$ cat src/rtl/inst_fetch_pkg.sv
// Purpose : shared constants and types for the instruction-fetch stage.
// Contents: bus widths, chip-enable levels, zero word, fetch FSM states and
//           the default sequential PC increment.
package inst_fetch_pkg;

  // Bus widths reused across the pipeline.
  localparam int InstAddrBus = 32;
  localparam int InstBus     = 32;

  // Common constant values.
  localparam logic [InstBus-1:0] ZeroWord    = 32'h0000_0000;
  localparam logic               ChipEnable  = 1'b1;
  localparam logic               ChipDisable = 1'b0;

  // Default byte increment between sequential fetches.
  localparam int unsigned PC_STEP_DFLT = 4;

  // Fetch controller states.
  typedef enum logic {
    FETCH_IDLE = 1'b0,
    FETCH_RUN  = 1'b1
  } fetch_state_t;

endpackage

$ cat src/rtl/inst_fetch.sv
// Purpose : instruction-fetch initiator; owns the PC, drives the combinational
//           instruction ROM and registers {pc, inst} into the IF/ID slot.
// Ports   : clk/rst (async, active-high); rom_ce_o/rom_addr_o/rom_inst_i ROM
//           interface; branch_flag_i/branch_target_i redirect from ID;
//           flush_i/flush_pc_i exception flush; id_ready_i/id_valid_o/
//           id_pc_o/id_inst_o IF/ID valid-ready slot.
// Latency : ROM word appears on id_* one clock after its address is presented.
// Backpressure: while id_valid_o=1 and id_ready_i=0, pc and id_* hold; a
//           branch seen during the stall is remembered and applied after the
//           delay-slot instruction is delivered.
module inst_fetch
  import inst_fetch_pkg::*;
#(
  parameter int unsigned           ADDR_W   = InstAddrBus,
  parameter int unsigned           INST_W   = InstBus,
  parameter logic [ADDR_W-1:0]     RESET_PC = '0,
  parameter int unsigned           PC_STEP  = PC_STEP_DFLT
) (
  input  logic              clk,
  input  logic              rst,
  output logic              rom_ce_o,
  output logic [ADDR_W-1:0] rom_addr_o,
  input  logic [INST_W-1:0] rom_inst_i,
  input  logic              branch_flag_i,
  input  logic [ADDR_W-1:0] branch_target_i,
  input  logic              flush_i,
  input  logic [ADDR_W-1:0] flush_pc_i,
  input  logic              id_ready_i,
  output logic              id_valid_o,
  output logic [ADDR_W-1:0] id_pc_o,
  output logic [INST_W-1:0] id_inst_o
);

  fetch_state_t      r_state;
  fetch_state_t      w_state_nxt;
  logic [ADDR_W-1:0] r_pc;
  logic              r_rom_ce;
  logic              r_id_valid;
  logic [ADDR_W-1:0] r_id_pc;
  logic [INST_W-1:0] r_id_inst;
  logic              r_redir_pend;
  logic [ADDR_W-1:0] r_redir_pc;
  logic              w_fire;
  logic [ADDR_W-1:0] w_next_pc;

  // Next-state, fire condition and next-PC selection.
  always_comb begin
    w_state_nxt = r_state;
    w_fire      = 1'b0;
    w_next_pc   = r_pc + ADDR_W'(PC_STEP);
    case (r_state)
      FETCH_IDLE: w_state_nxt = FETCH_RUN;
      FETCH_RUN:  w_fire      = !r_id_valid || id_ready_i;
    endcase
    // A branch this cycle beats an older remembered redirect: newest wins.
    if (branch_flag_i) begin
      w_next_pc = branch_target_i;
    end else if (r_redir_pend) begin
      w_next_pc = r_redir_pc;
    end
  end

  always_ff @(posedge clk or posedge rst) begin
    if (rst) begin
      r_state      <= FETCH_IDLE;
      r_pc         <= RESET_PC;
      r_rom_ce     <= ChipDisable;
      r_id_valid   <= 1'b0;
      r_id_pc      <= '0;
      r_id_inst    <= INST_W'(ZeroWord);
      r_redir_pend <= 1'b0;
      r_redir_pc   <= '0;
    end else begin
      r_state  <= w_state_nxt;
      r_rom_ce <= (w_state_nxt == FETCH_RUN) ? ChipEnable : ChipDisable;
      if (flush_i) begin
        // Flush discards the slot and any remembered redirect; no fetch.
        r_pc         <= flush_pc_i;
        r_id_valid   <= 1'b0;
        r_redir_pend <= 1'b0;
      end else if (w_fire) begin
        // The instruction at the current pc is delivered even when a branch
        // is signalled now: it is the delay slot.
        r_id_valid   <= 1'b1;
        r_id_pc      <= r_pc;
        r_id_inst    <= rom_inst_i;
        r_pc         <= w_next_pc;
        r_redir_pend <= 1'b0;
      end else begin
        // Delay slot not yet delivered: park the target until it fires.
        if (branch_flag_i) begin
          r_redir_pend <= 1'b1;
          r_redir_pc   <= branch_target_i;
        end
        // Consume without refill; only reachable outside RUN.
        if (r_id_valid && id_ready_i) begin
          r_id_valid <= 1'b0;
        end
      end
    end
  end

  assign rom_ce_o   = r_rom_ce;
  assign rom_addr_o = r_pc;
  assign id_valid_o = r_id_valid;
  assign id_pc_o    = r_id_pc;
  assign id_inst_o  = r_id_inst;

endmodule
$ cat config.mk
export PLATFORM = sky130hd
export DESIGN_NAME = inst_fetch
export DESIGN_NICKNAME = d
export VERILOG_FILES = /design/src/rtl/inst_fetch_pkg.sv /design/src/rtl/inst_fetch.sv
export SDC_FILE = /design/constraint.sdc
export NUM_CORES = 1
export LEC_CHECK = 0
export ABC_AREA = 1
export ABC_CLOCK_PERIOD_IN_PS = 5300
export CORE_UTILIZATION = 40
export DETAILED_ROUTE_END_ITERATION = 10
export HOLD_SLACK_MARGIN = 0.06
export PLACE_DENSITY = 0.7
export SYNTH_ARGS = -nofsm -noshare
export SYNTH_HDL_FRONTEND = slang
export SYNTH_SLANG_ARGS = --single-unit
$ cat constraint.sdc
create_clock -name clk -period 5.3 [get_ports clk]
set_input_delay 0.53 -clock clk [delete_from_list [all_inputs] [get_ports clk]]
set_output_delay 0.53 -clock clk [all_outputs]
set_load 0.01 [all_outputs]
==> flow_results.org <==
** Critical path
- STA classifies the critical path startpoint as an input port.
- For the worst setup path, the data required time is 5.61 ns.
- Data arrival at the endpoint of the critical path :: 3.26 ns
- In this run the worst path has a maximum fanout of between 40 and 50.
- The worst setup path is of the input port to flip-flop kind.
- CP endpoint kind :: flip-flop

** Global routing
- Initial antenna violation count :: 0
- Wire length of the first global-routing pass :: roughly 32000 um
- The via count of the first global-routing pass came to 5952.
- All-layer global routing usage :: 0.2472
- Overflow after GRT :: 0
- Pin count of the biggest net entering global routing :: 69

** Floorplanning
- Area of the placeable core :: 16000 um2
- DIE WIDTH :: between 100 and 150 um
- The initial utilization of the core area, before any placement, comes to 0.4135.
- Total Die Area :: 17060 um2
- In this run the count of I/O pins placed on the die edge is approximately 200.
- The floorplan has 46 rows.
- The die is roughly 130 um tall.

** Yosys
- In the post-synthesis netlist, the cell with the most instances is sky130_fd_sc_hd__nand2_1.
- Flip-flop and latch count after synthesis :: about 130
- sky130_fd_sc_hd__dfrtp_1 takes more of the synthesized area than any other cell.
- Of the post-synthesis cell area, the dominant cell type holds 0.4955.
- Proportion of synthesized chip area in sequential cells :: 0.4955
- By count the netlist is led by sky130_fd_sc_hd__nand2_1 (337), sky130_fd_sc_hd__dfrtp_1 (131), sky130_fd_sc_hd__nor2_1 (86), sky130_fd_sc_hd__o21ai_0 (78), sky130_fd_sc_hd__inv_1 (61).
- In this run, synthesis inferred 0 flip-flops with an integrated enable.
- The number of different library cells used by synthesis comes to 31.
- Synthesized instance count :: 876
- In the synthesized netlist the dominant register cell turns out to be sky130_fd_sc_hd__dfrtp_1.
- Averaged over all synthesized cells, the footprint is 7.553 um2.
- For this run, asynchronously set or reset flops after synthesis account for 1.000.
- The mapped netlist covers 6616 um2.
- Most area-consuming cells after synthesis :: sky130_fd_sc_hd__dfrtp_1 (50%), sky130_fd_sc_hd__nand2_1 (19%), sky130_fd_sc_hd__o21ai_0 (5.9%)
- Yosys printed 0 warnings.
- The number of nets in the synthesized netlist is 978.

** Flow run
- Max-cap violations in this run came to 0.

** Clocking
- # hold bufs at CTS :: 0
- The clock passes through at most 2 buffers.
- Buffers inserted by post-CTS timing repair :: 0
- TritonCTS built the clock tree.
- In this run, post-CTS repair resized a total of 0 instances.
- Clock latency at the later pin of the worst-skew pair :: 0.43 ns
- Number of sinks driven by the clock tree :: 131
- Clock slew at the register clock pins of the worst setup and hold paths :: 0.06 ns
- Total clock buffers created by CTS :: 17
- CTS built an H-tree with a depth of 4.
- Root buf cell :: sky130_fd_sc_hd__clkbuf_16

** Drt
- Total Wirelength :: slightly above 20000 um
- Post-route antenna net violation count :: 0
- Using the TritonRoute via totals, the vias-per-cell ratio works out to 4.961.
- Number of DRC markers in iteration 0 :: 418
- First-pass iteration count of the detailed router :: 5
- After detailed routing, the average wire length per cell comes to ~16 um.
- Residual DRC count :: 0
- Routed vias :: 6395

** STA
- Setup Total Neg Slack :: 0 ns
- The clock arrives with 0.008278 ns of skew.
- The worst path needs between 2 and 3 ns of the cycle, external delays included.
- The count of final hold-check violations was 0.
- Peak clock frequency supported by timing :: 0.3393 GHz
- The count of pins over their slew limit is 0.
- Setup repair after global routing missed its margin :: false
- Transition time at the pin with the least slew margin :: 0.8692 ns
- Setup violations remaining at the end of the flow were counted as 0.
- Final worst path period share :: 0.5561
- Normalized max-slew margin :: 0.4193

** Cells and area
- Final cell count without fillers :: 1289
- Net count reported at finish :: 1162
- Antenna cell count :: 0
- Relative to the synthesized area, the layout overhead comes to 41.75%.
- Fillers :: 1537
- Share of final-layout standard cells stronger than drive strength 1 :: 0.07083

** Power
- The internal portion of the total power is 2371 uW.
- Dividing total power by cell area gives a power density of around 350 nW/um2.
- Leakage power figure :: around 0.0044 uW
- Combinational power share :: 0.221
- The analysis attributes to net switching a power of 935.1 uW.
- Maximum ir drop on the vdd rail :: 0.2584 mV
- Of the total power, the clock network draws 0.388.
- Fraction of power spent switching nets :: 0.2829
- Sequential share of power :: 0.390

** Placed design
- Routability-driven placement finished with a final weighted congestion of between 0.9 and 1.
- Number of I/O port buffers :: 198
- Cell count after placement :: 1257
- Once detailed placement completed, the half-perimeter wirelength came to 14410 um.

** Hold path
- The min-delay analysis places its worst path in the category flip-flop to flip-flop.

** Status
- Status :: finished clean
## flip-flops by register name, indices dropped and copies added, names as in the netlist
register      count
id_inst_o        32
id_pc_o          32
r_redir_pc       32
rom_addr_o       32
id_valid_o        1
r_redir_pend      1
rom_ce_o          1
## power by group through the flow
stage               clock network [uW]  logic, uW  registers, uW
detailed placement                   0        733           1300
global placement                     0        724           1300
finish                            1280        731           1290
global route                      1340        810           1310
floorplan                            0        291           1320
CTS                               1300        736           1290
## critical path: stages
cell                              delay, ns
sky130_fd_sc_hd__clkdlybuf4s50_1       0.67
sky130_fd_sc_hd__buf_4                 0.37
sky130_fd_sc_hd__a21oi_4               0.69
sky130_fd_sc_hd__nand2_4               0.54
sky130_fd_sc_hd__mux2_2                0.43
## logic make-up after synthesis
kind of cell    count (synthesis)  synth area share
compound gates                128            0.1023
buf+inv                       104           0.06392
xor+xnor                        8           0.01059
mux                            19           0.03234
flops                         131            0.4955
simple gates                  484            0.2929
fa+ha+maj                       1          0.001891
other cells                     1         0.0005668
## cells in the final DEF (no fill, tap or decap), types with 2 or more instances in the layout
cell type and n:
sky130_fd_sc_hd__a21oi_1 37, sky130_fd_sc_hd__buf_4 7, sky130_fd_sc_hd__bufinv_16 5, sky130_fd_sc_hd__clkbuf_16 17, sky130_fd_sc_hd__clkdlybuf4s50_1 197, sky130_fd_sc_hd__clkinv_2 4
sky130_fd_sc_hd__clkinv_4 3, sky130_fd_sc_hd__clkinvlp_4 2, sky130_fd_sc_hd__dfrtp_1 131, sky130_fd_sc_hd__inv_1 60, sky130_fd_sc_hd__inv_2 2, sky130_fd_sc_hd__inv_4 2
sky130_fd_sc_hd__mux2_2 19, sky130_fd_sc_hd__nand2_1 337, sky130_fd_sc_hd__nand2_2 3, sky130_fd_sc_hd__nand3_1 44, sky130_fd_sc_hd__nor2_1 86, sky130_fd_sc_hd__nor2_2 6
sky130_fd_sc_hd__nor2_4 2, sky130_fd_sc_hd__nor3_1 2, sky130_fd_sc_hd__o211ai_1 6, sky130_fd_sc_hd__o21ai_0 78, sky130_fd_sc_hd__o21ai_1 2, sky130_fd_sc_hd__xor2_1 8
## through the flow
step / hold WS, ns / worst slack [ns] / power, uW / area, um2 / util
after floorplan: 0.4533 / 1.272 / 1615 / 6616 / -
after global placement: 0.4630 / 2.036 / 2027 / 8738 / 0.5461
after detailed placement: 0.4654 / 1.974 / 2034 / 8738 / 0.5461
after CTS: 0.4806 / 2.416 / 3321 / 9379 / 0.5862
after global routing: 0.4898 / 2.097 / 3463 / 9379 / 0.5862
final: 0.4795 / 2.353 / 3306 / 9379 / 0.5862
## routing by layer
| layer | up-vias | share of wire | track usage |
|---|---|---|---|
| li1 | 3134 | - | - |
| met1 | 2952 | 0.43 | 0.3225 |
| met2 | 282 | 0.45 | 0.3884 |
| met3 | 27 | 0.10 | 0.08795 |
| met4 | 0 | 0.015 | 0.06626 |
| met5 | - | 0 | 0 |
## worst paths after layout
path | from | to | slack [ns] | cells after the start
worst min register to register | id_inst_o[29]$_DFFE_PP0P_ | id_inst_o[29]$_DFFE_PP0P_ | 0.48 | 2
worst max-delay path | flush_i | r_redir_pc[19]$_DFFE_PP0P_ | 2.35 | 5
worst max register to register | rom_ce_o$_DFF_PP0_ | r_redir_pc[19]$_DFFE_PP0P_ | 2.98 | 3
max in group asynchronous | rst | id_pc_o[24]$_DFFE_PP0P_ | 3.74 | 3
worst min-delay path | id_inst_o[29]$_DFFE_PP0P_ | id_inst_o[29]$_DFFE_PP0P_ | 0.48 | 2
min in group asynchronous | rst | id_inst_o[7]$_DFFE_PP0P_ | 0.52 | 2
## layout make-up
| cell class | count | area, um2 | share of cell area |
|---|---|---|---|
| multi-input combinational | 641 | 2915 | 0.3108 |
| tap | 216 | 270.3 | 0.02882 |
| sequential | 131 | 3278 | 0.3495 |
| clock inverter | 14 | 211.5 | 0.02255 |
| inverter | 64 | 245.2 | 0.02615 |
| clock buffer | 18 | 429.2 | 0.04576 |
| timing repair buffer | 205 | 2029 | 0.2164 |
No activity file was read; power rests on OpenSTA's default activity.
